File: src/rtl/prefix_arith_pkg.sv
// rtl/prefix_arith_pkg.sv - shared word width, subtractor states, and prefix generate/propagate helpers
package prefix_arith_pkg;

    localparam int WORD_W = 6;

    typedef enum logic {
        FIRST,
        CHAIN
    } sub_state_t;

    typedef struct packed {
        logic g;
        logic p;
    } gp_t;

    // Combines a higher span (hi) with the adjacent lower span (lo).
    function automatic gp_t dot(input gp_t hi, input gp_t lo);
        gp_t r;
        r.g = hi.g | (hi.p & lo.g);
        r.p = hi.p & lo.p;
        return r;
    endfunction

endpackage

File: src/rtl/prefix_sub_serial_if.sv
// rtl/prefix_sub_serial_if.sv - word-pair input stream and difference output stream (out_zero with PREFIX_SUB_ZERO_FLAG_EN)
interface prefix_sub_serial_if;
    import prefix_arith_pkg::*;

    logic              in_valid;
    logic              in_ready;
    logic [WORD_W-1:0] in_x;
    logic [WORD_W-1:0] in_y;
    logic              in_last;
    logic              out_valid;
    logic              out_ready;
    logic [WORD_W-1:0] out_d;
    logic              out_last;
    logic              out_borrow;
    logic              out_ov;
`ifdef PREFIX_SUB_ZERO_FLAG_EN
    logic              out_zero;

    modport master (
        output in_valid, in_x, in_y, in_last, out_ready,
        input  in_ready, out_valid, out_d, out_last, out_borrow, out_ov, out_zero
    );
    modport slave (
        input  in_valid, in_x, in_y, in_last, out_ready,
        output in_ready, out_valid, out_d, out_last, out_borrow, out_ov, out_zero
    );
`else
    modport master (
        output in_valid, in_x, in_y, in_last, out_ready,
        input  in_ready, out_valid, out_d, out_last, out_borrow, out_ov
    );
    modport slave (
        input  in_valid, in_x, in_y, in_last, out_ready,
        output in_ready, out_valid, out_d, out_last, out_borrow, out_ov
    );
`endif

endinterface

File: src/rtl/prefix_sub6.sv
// rtl/prefix_sub6.sv - combinational 6-bit x + ~y + cin using a 3-level Ladner-Fischer carry network
module prefix_sub6
    import prefix_arith_pkg::*;
(
    input  logic [WORD_W-1:0] x,
    input  logic [WORD_W-1:0] y,
    input  logic              cin,
    output logic [WORD_W-1:0] d,
    output logic              c5,
    output logic              cout
);

    logic [WORD_W-1:0] g;
    logic [WORD_W-1:0] p;
    logic [WORD_W:0]   c;
    gp_t               bit_gp [WORD_W];
    gp_t               l1_10, l1_32, l1_54;
    gp_t               l2_20, l2_30;
    gp_t               l3_40, l3_50;
    logic              unused_grp_p;

    assign g = x & ~y;
    assign p = ~(x ^ y);

    // Carry-in is folded into bit 0's generate so every prefix span starts at cin.
    always_comb begin
        for (int i = 0; i < WORD_W; i++) begin
            bit_gp[i].g = g[i];
            bit_gp[i].p = p[i];
        end
        bit_gp[0].g = g[0] | (p[0] & cin);
    end

    assign l1_10 = dot(bit_gp[1], bit_gp[0]);
    assign l1_32 = dot(bit_gp[3], bit_gp[2]);
    assign l1_54 = dot(bit_gp[5], bit_gp[4]);
    assign l2_20 = dot(bit_gp[2], l1_10);
    assign l2_30 = dot(l1_32, l1_10);
    assign l3_40 = dot(bit_gp[4], l2_30);
    assign l3_50 = dot(l1_54, l2_30);

    assign c    = {l3_50.g, l3_40.g, l2_30.g, l2_20.g, l1_10.g, bit_gp[0].g, cin};
    assign d    = p ^ c[WORD_W-1:0];
    assign c5   = c[WORD_W-1];
    assign cout = c[WORD_W];

    assign unused_grp_p = l2_20.p ^ l3_40.p ^ l3_50.p;

endmodule

File: src/rtl/prefix_sub_serial.sv
// rtl/prefix_sub_serial.sv - serial multi-word X - Y with chained borrow, borrow/overflow flags, optional PREFIX_SUB_ZERO_FLAG_EN
module prefix_sub_serial
    import prefix_arith_pkg::*;
#(
    parameter int WORDS = 4
) (
    input logic               clk,
    input logic               rst_n,
    prefix_sub_serial_if.slave bus
);

    sub_state_t        state;
    logic              carry;
    logic [3:0]        word_idx;
    logic              accept;
    logic              final_word;
    logic              cin;
    logic [WORD_W-1:0] d;
    logic              c5;
    logic              cout;

    assign bus.in_ready = !bus.out_valid || bus.out_ready;
    assign accept       = bus.in_valid && bus.in_ready;
    assign final_word   = bus.in_last || (word_idx == 4'(WORDS - 1));
    assign cin          = (state == FIRST) ? 1'b1 : carry;

    prefix_sub6 u_sub6 (
        .x    (bus.in_x),
        .y    (bus.in_y),
        .cin  (cin),
        .d    (d),
        .c5   (c5),
        .cout (cout)
    );

    always_ff @(posedge clk or negedge rst_n) begin
        if (!rst_n) begin
            state          <= FIRST;
            carry          <= 1'b0;
            word_idx       <= 4'd0;
            bus.out_valid  <= 1'b0;
            bus.out_d      <= '0;
            bus.out_last   <= 1'b0;
            bus.out_borrow <= 1'b0;
            bus.out_ov     <= 1'b0;
        end else if (accept) begin
            bus.out_valid  <= 1'b1;
            bus.out_d      <= d;
            bus.out_last   <= final_word;
            bus.out_borrow <= final_word & ~cout;
            bus.out_ov     <= final_word & (c5 ^ cout);
            carry          <= cout;
            state          <= final_word ? FIRST : CHAIN;
            word_idx       <= final_word ? 4'd0 : word_idx + 4'd1;
        end else if (bus.out_ready) begin
            bus.out_valid  <= 1'b0;
        end
    end

`ifdef PREFIX_SUB_ZERO_FLAG_EN
    logic sticky_nz;

    always_ff @(posedge clk or negedge rst_n) begin
        if (!rst_n) begin
            sticky_nz    <= 1'b0;
            bus.out_zero <= 1'b0;
        end else if (accept) begin
            sticky_nz    <= final_word ? 1'b0 : (sticky_nz | (|d));
            bus.out_zero <= final_word & ~(sticky_nz | (|d));
        end
    end
`endif

endmodule

File: src/flat_wrapper.sv
// flat-port wrapper written by rule: the top's interface ports become plain ports
module prefix_sub_serial_flat import prefix_arith_pkg::*;
#(
    parameter int WORDS = 4
)
  (clk, rst_n, bus_in_valid, bus_in_x, bus_in_y, bus_in_last, bus_out_ready, bus_in_ready, bus_out_valid, bus_out_d, bus_out_last, bus_out_borrow, bus_out_ov);
  prefix_sub_serial_if bus_i ();
  input logic clk;
  input logic rst_n;
  input wire logic [$bits(bus_i.in_valid)-1:0] bus_in_valid;
  input wire logic [$bits(bus_i.in_x)-1:0] bus_in_x;
  input wire logic [$bits(bus_i.in_y)-1:0] bus_in_y;
  input wire logic [$bits(bus_i.in_last)-1:0] bus_in_last;
  input wire logic [$bits(bus_i.out_ready)-1:0] bus_out_ready;
  output wire logic [$bits(bus_i.in_ready)-1:0] bus_in_ready;
  output wire logic [$bits(bus_i.out_valid)-1:0] bus_out_valid;
  output wire logic [$bits(bus_i.out_d)-1:0] bus_out_d;
  output wire logic [$bits(bus_i.out_last)-1:0] bus_out_last;
  output wire logic [$bits(bus_i.out_borrow)-1:0] bus_out_borrow;
  output wire logic [$bits(bus_i.out_ov)-1:0] bus_out_ov;
  assign bus_i.in_valid = bus_in_valid;
  assign bus_i.in_x = bus_in_x;
  assign bus_i.in_y = bus_in_y;
  assign bus_i.in_last = bus_in_last;
  assign bus_i.out_ready = bus_out_ready;
  assign bus_in_ready = bus_i.in_ready;
  assign bus_out_valid = bus_i.out_valid;
  assign bus_out_d = bus_i.out_d;
  assign bus_out_last = bus_i.out_last;
  assign bus_out_borrow = bus_i.out_borrow;
  assign bus_out_ov = bus_i.out_ov;
  prefix_sub_serial #(.WORDS(WORDS)) u_core (.clk(clk), .rst_n(rst_n), .bus(bus_i));
endmodule
File: config.mk
export PLATFORM = sky130hd
export DESIGN_NAME = prefix_sub_serial_flat
export DESIGN_NICKNAME = d
export VERILOG_FILES = /design/src/rtl/prefix_arith_pkg.sv /design/src/rtl/prefix_sub_serial_if.sv /design/src/rtl/prefix_sub6.sv /design/src/rtl/prefix_sub_serial.sv /design/src/flat_wrapper.sv
export SDC_FILE = /design/constraint.sdc
export NUM_CORES = 1
export LEC_CHECK = 0
export ABC_AREA = 0
export CAP_MARGIN = 20
export CORE_UTILIZATION = 39
export DETAILED_ROUTE_END_ITERATION = 16
export PLACE_DENSITY = 0.76
export SLEW_MARGIN = 15
export SYNTH_ARGS = -nofsm -noshare
export SYNTH_HDL_FRONTEND = slang
export SYNTH_SLANG_ARGS = --single-unit
File: constraint.sdc
create_clock -name clk -period 6 [get_ports clk]
set_input_delay 1.2 -clock clk [delete_from_list [all_inputs] [get_ports clk]]
set_output_delay 1.2 -clock clk [all_outputs]
set_load 0.01 [all_outputs]
==> summary.md <==
| Metric | Value |
|---|---|
| Status | finished, final reports clean |
| Routability Congestion | 0.715 |
| Initial antenna violation count | 0 |
| Final WL | 1900 um |
| Sequential share of the synthesized area | 43.8% |
| WL met1 | 761 um |
| Total Power | 0.314 mW |
| Cells after Synth | 93 |
| Initial core utilization | 41.3% |
| Arrival @ worst endpoint | 4070 ps |
| CTS Buf Count | 3 |
| Layout area overhead | 35.8% |
| Antenna diodes | 0 |
| Worst hold start | u_core.bus.out_d[3] |
| Clock power frac | 22.9% |
| # DRC | 0 |
| Setup violators final | 0 |
| Area fraction of the dominant cell type after synthesis | 43.8% |
| Area leader, netlist | dfrtp_1 |
| Top routing layer in use | met4 |
| Post-layout instance area | 0.00124 mm2 |
| Hold Buf Count CTS | 0 |
| CP Data Required Time | 6220 ps |
| R2R Path Start | u_core.state |
| Core Box Area | 0.00221 mm2 |
| DRT iter0 DRCs | 18 |
| Synth cell types | 31 |
| Vias per inst | 5.17 |
| Hold Worst Slack | 491 ps |
| Clk_lat worst skew | 280 ps |
| Internal power | 0.220 mW |
| Fmax | 0.260 GHz |
| Number of buffers added on ports | 27 |
| # rows | 17 |
| Final hold vios | 0 |
| Number of setup buffers added after CTS | 0 |
| Vias post-DR | 771 |
| First-pass GRT wire length | 3320 um |
| Max-slew violations | 0 |
| Max-cap violation count | 0 |
| Fill cell count | 213 |
| Yosys warns | 0 |
| Type of origin of the critical path | input pin |
| Final Skew | 0.984 ps |
| # IOs | 28 |
| Async set-reset flop share out of synthesis | 100% |
| Worst r2r dst | u_core.bus.out_ov |
| Period utilisation layout | 64.1% |
| CP max FO | 4 |
| Total grt overflow | 0 |
| CTS Root Cell | clkbuf_4 |
| Htree depth | 1 |
| Hold worst-path end | u_core.bus.out_d[3] |
| Wire length per cell | 12.7 um |
| Hpwl dp | 1500 um |
| Critical path endpoint category | flip-flop |
| Final Non-Filler Cells | 149 |
| Die area | 0.00254 mm2 |
| Met3 routed WL | 57 um |
| Worst hold path depth | 2 |
| Post-synth EDFFs | 0 |
| Die H | 50.4 um |
| Largest net degree at the start of global routing | 21 |
| Area contributors post-synth | dfrtp_1 (44%), fa_1 (8.8%), ha_1 (6.8%) |
| Synthesized area | 915 um2 |
| RSZ-0062 raised after global routing | false |
| Pwr Density | 253 mW/mm2 |
| Vias in the first global route | 758 |
| IR drop worst, VDD | 0.148 mV |
| Post_cts resized | 0 |
| Tmin final | 3850 ps |
| Dpl cells | 145 |
| Post-synth top cells | dfrtp_1 (16), nand2_1 (14), inv_1 (9), nor2_1 (6), ha_1 (5) |
| Reg2Reg Setup Slack | 3060 ps |
| Min-Delay Path Class | reg2reg |
| Avg Synthesized Cell Area | 9.83 um2 |
| CTS tree | done |
| NumNets Final | 148 |
| GR Util All Layers | 17.4% |
| Routed Antenna Nets | 0 |
| FF-to-FF path depth | 11 |
| Clock sink count | 16 |
| Leak pwr | 0.570 nW |
| Die X-Extent | 50.4 um |
| Clk buf depth | 2 |
| Layout cell share with drive strength beyond 1 | 4.96% |
| Most frequent cell after synthesis | dfrtp_1 |
| Switching share of power | 29.9% |
| Most common flop cell mapped by yosys | dfrtp_1 |
| NetSw | 0.0941 mW |
| Reg clk slew, reported paths | 100 ps |
| Flop pwr share | 45.0% |
| Pre-Repair DR Iteration Count | 4 |
| DR WL met2 | 1060 um |
| Setup_tns | 0 ps |
| Critical path class | in2reg |
| Placed Area | 0.00121 mm2 |
| Slew @ Worst Pin | 747 ps |
| Slew Limit Headroom | 50.1% |
| Logic pwr share | 32.1% |
| Yosys reg bits | 16 |
| Syn Nets | 119 |
[worst max-delay path by stage]
stage                      from                end  depth (start not counted)
CTS                 bus_in_x[0]  u_core.bus.out_ov                         12
global placement    bus_in_x[0]  u_core.bus.out_ov                         12
floorplan           bus_in_x[0]  u_core.bus.out_ov                         11
detailed placement  bus_in_x[0]  u_core.bus.out_ov                         12
global route        bus_in_x[0]  u_core.bus.out_ov                         12
finish              bus_in_x[0]  u_core.bus.out_ov                         12
[area by class of cell]
type / count / area, um2 / area share, %
clock buffer: 4 / 36.3 / 2.92
inverter: 9 / 33.8 / 2.72
multi-input combinational: 65 / 467 / 37.6
sequential: 16 / 400 / 32.2
tap: 28 / 35.0 / 2.82
timing repair buffer: 27 / 270 / 21.8
[power groups by stage]
stage / logic, mW / clock network [mW] / registers (mW)
2_1_floorplan: 0.0454 / 0 / 0.147
3_3_place_gp: 0.0976 / 0 / 0.142
5_1_grt: 0.113 / 0.0793 / 0.144
3_5_place_dp: 0.101 / 0 / 0.144
6_report: 0.101 / 0.0720 / 0.142
4_1_cts: 0.102 / 0.0725 / 0.142
[layer usage]
| layer | up-vias | track usage, % |
|---|---|---|
| met5 | - | 0 |
| met2 | 22 | 31.6 |
| met3 | 2 | 3.03 |
| li1 | 372 | - |
| met4 | 0 | 3.70 |
| met1 | 375 | 21.4 |
[placed cells by master (no fill, tap or decap), types with 2 or more instances in the layout]
cell	synthesis	routed
clkdlybuf4s50_1	0	27
and2_1	2	2
clkbuf_4	0	3
nand2b_1	3	3
fa_1	4	4
o21ai_0	4	4
inv_1	9	9
nor2_1	6	6
nand3_1	4	4
dfrtp_1	16	16
nand2_1	14	14
o21ai_1	4	4
nor2b_1	2	2
ha_1	5	5
[flip-flops by register name, indices dropped and copies added (netlist names)]
name                   count
u_core.bus.out_last        1
u_core.bus.out_d           6
u_core.carry               1
u_core.bus.out_borrow      1
u_core.bus.out_valid       1
u_core.state               1
u_core.bus.out_ov          1
u_core.word_idx            4
[per-stage QoR]
| stage | util (%) | setup slack (ps) |
|---|---|---|
| after global placement | 54.5 | 1990 |
| final | 56.2 | 2150 |
| after floorplan | - | 2520 |
| after global routing | 56.2 | 2030 |
| after detailed placement | 54.5 | 1860 |
| after CTS | 56.2 | 2160 |
[worst max-delay path, cell delays in order]
cell             delay [ps]
clkdlybuf4s50_1         450
inv_1                    50
fa_1                    390
fa_1                    400
nor2b_1                 170
o21a_1                  130
nor2_1                   50
fa_1                    440
nor2_1                  120
nand3_1                  90
or4b_1                  490
nand3_1                  80
[kinds of logic (layout without fill, tap and decap cells)]
family / Yosys count / after routing / share of synthesized area (%)
buffers and inverters: 12 / 40 / 5.20
DFF: 16 / 16 / 43.8
and+or+nand+nor: 34 / 34 / 17.9
xor gates and xnor gates: 2 / 2 / 1.92
muxes: 1 / 1 / 1.23
adders and majority gates: 9 / 9 / 15.6
AOI/OAI and AO/OA: 19 / 19 / 14.4
No activity file was read; power rests on OpenSTA's default activity.
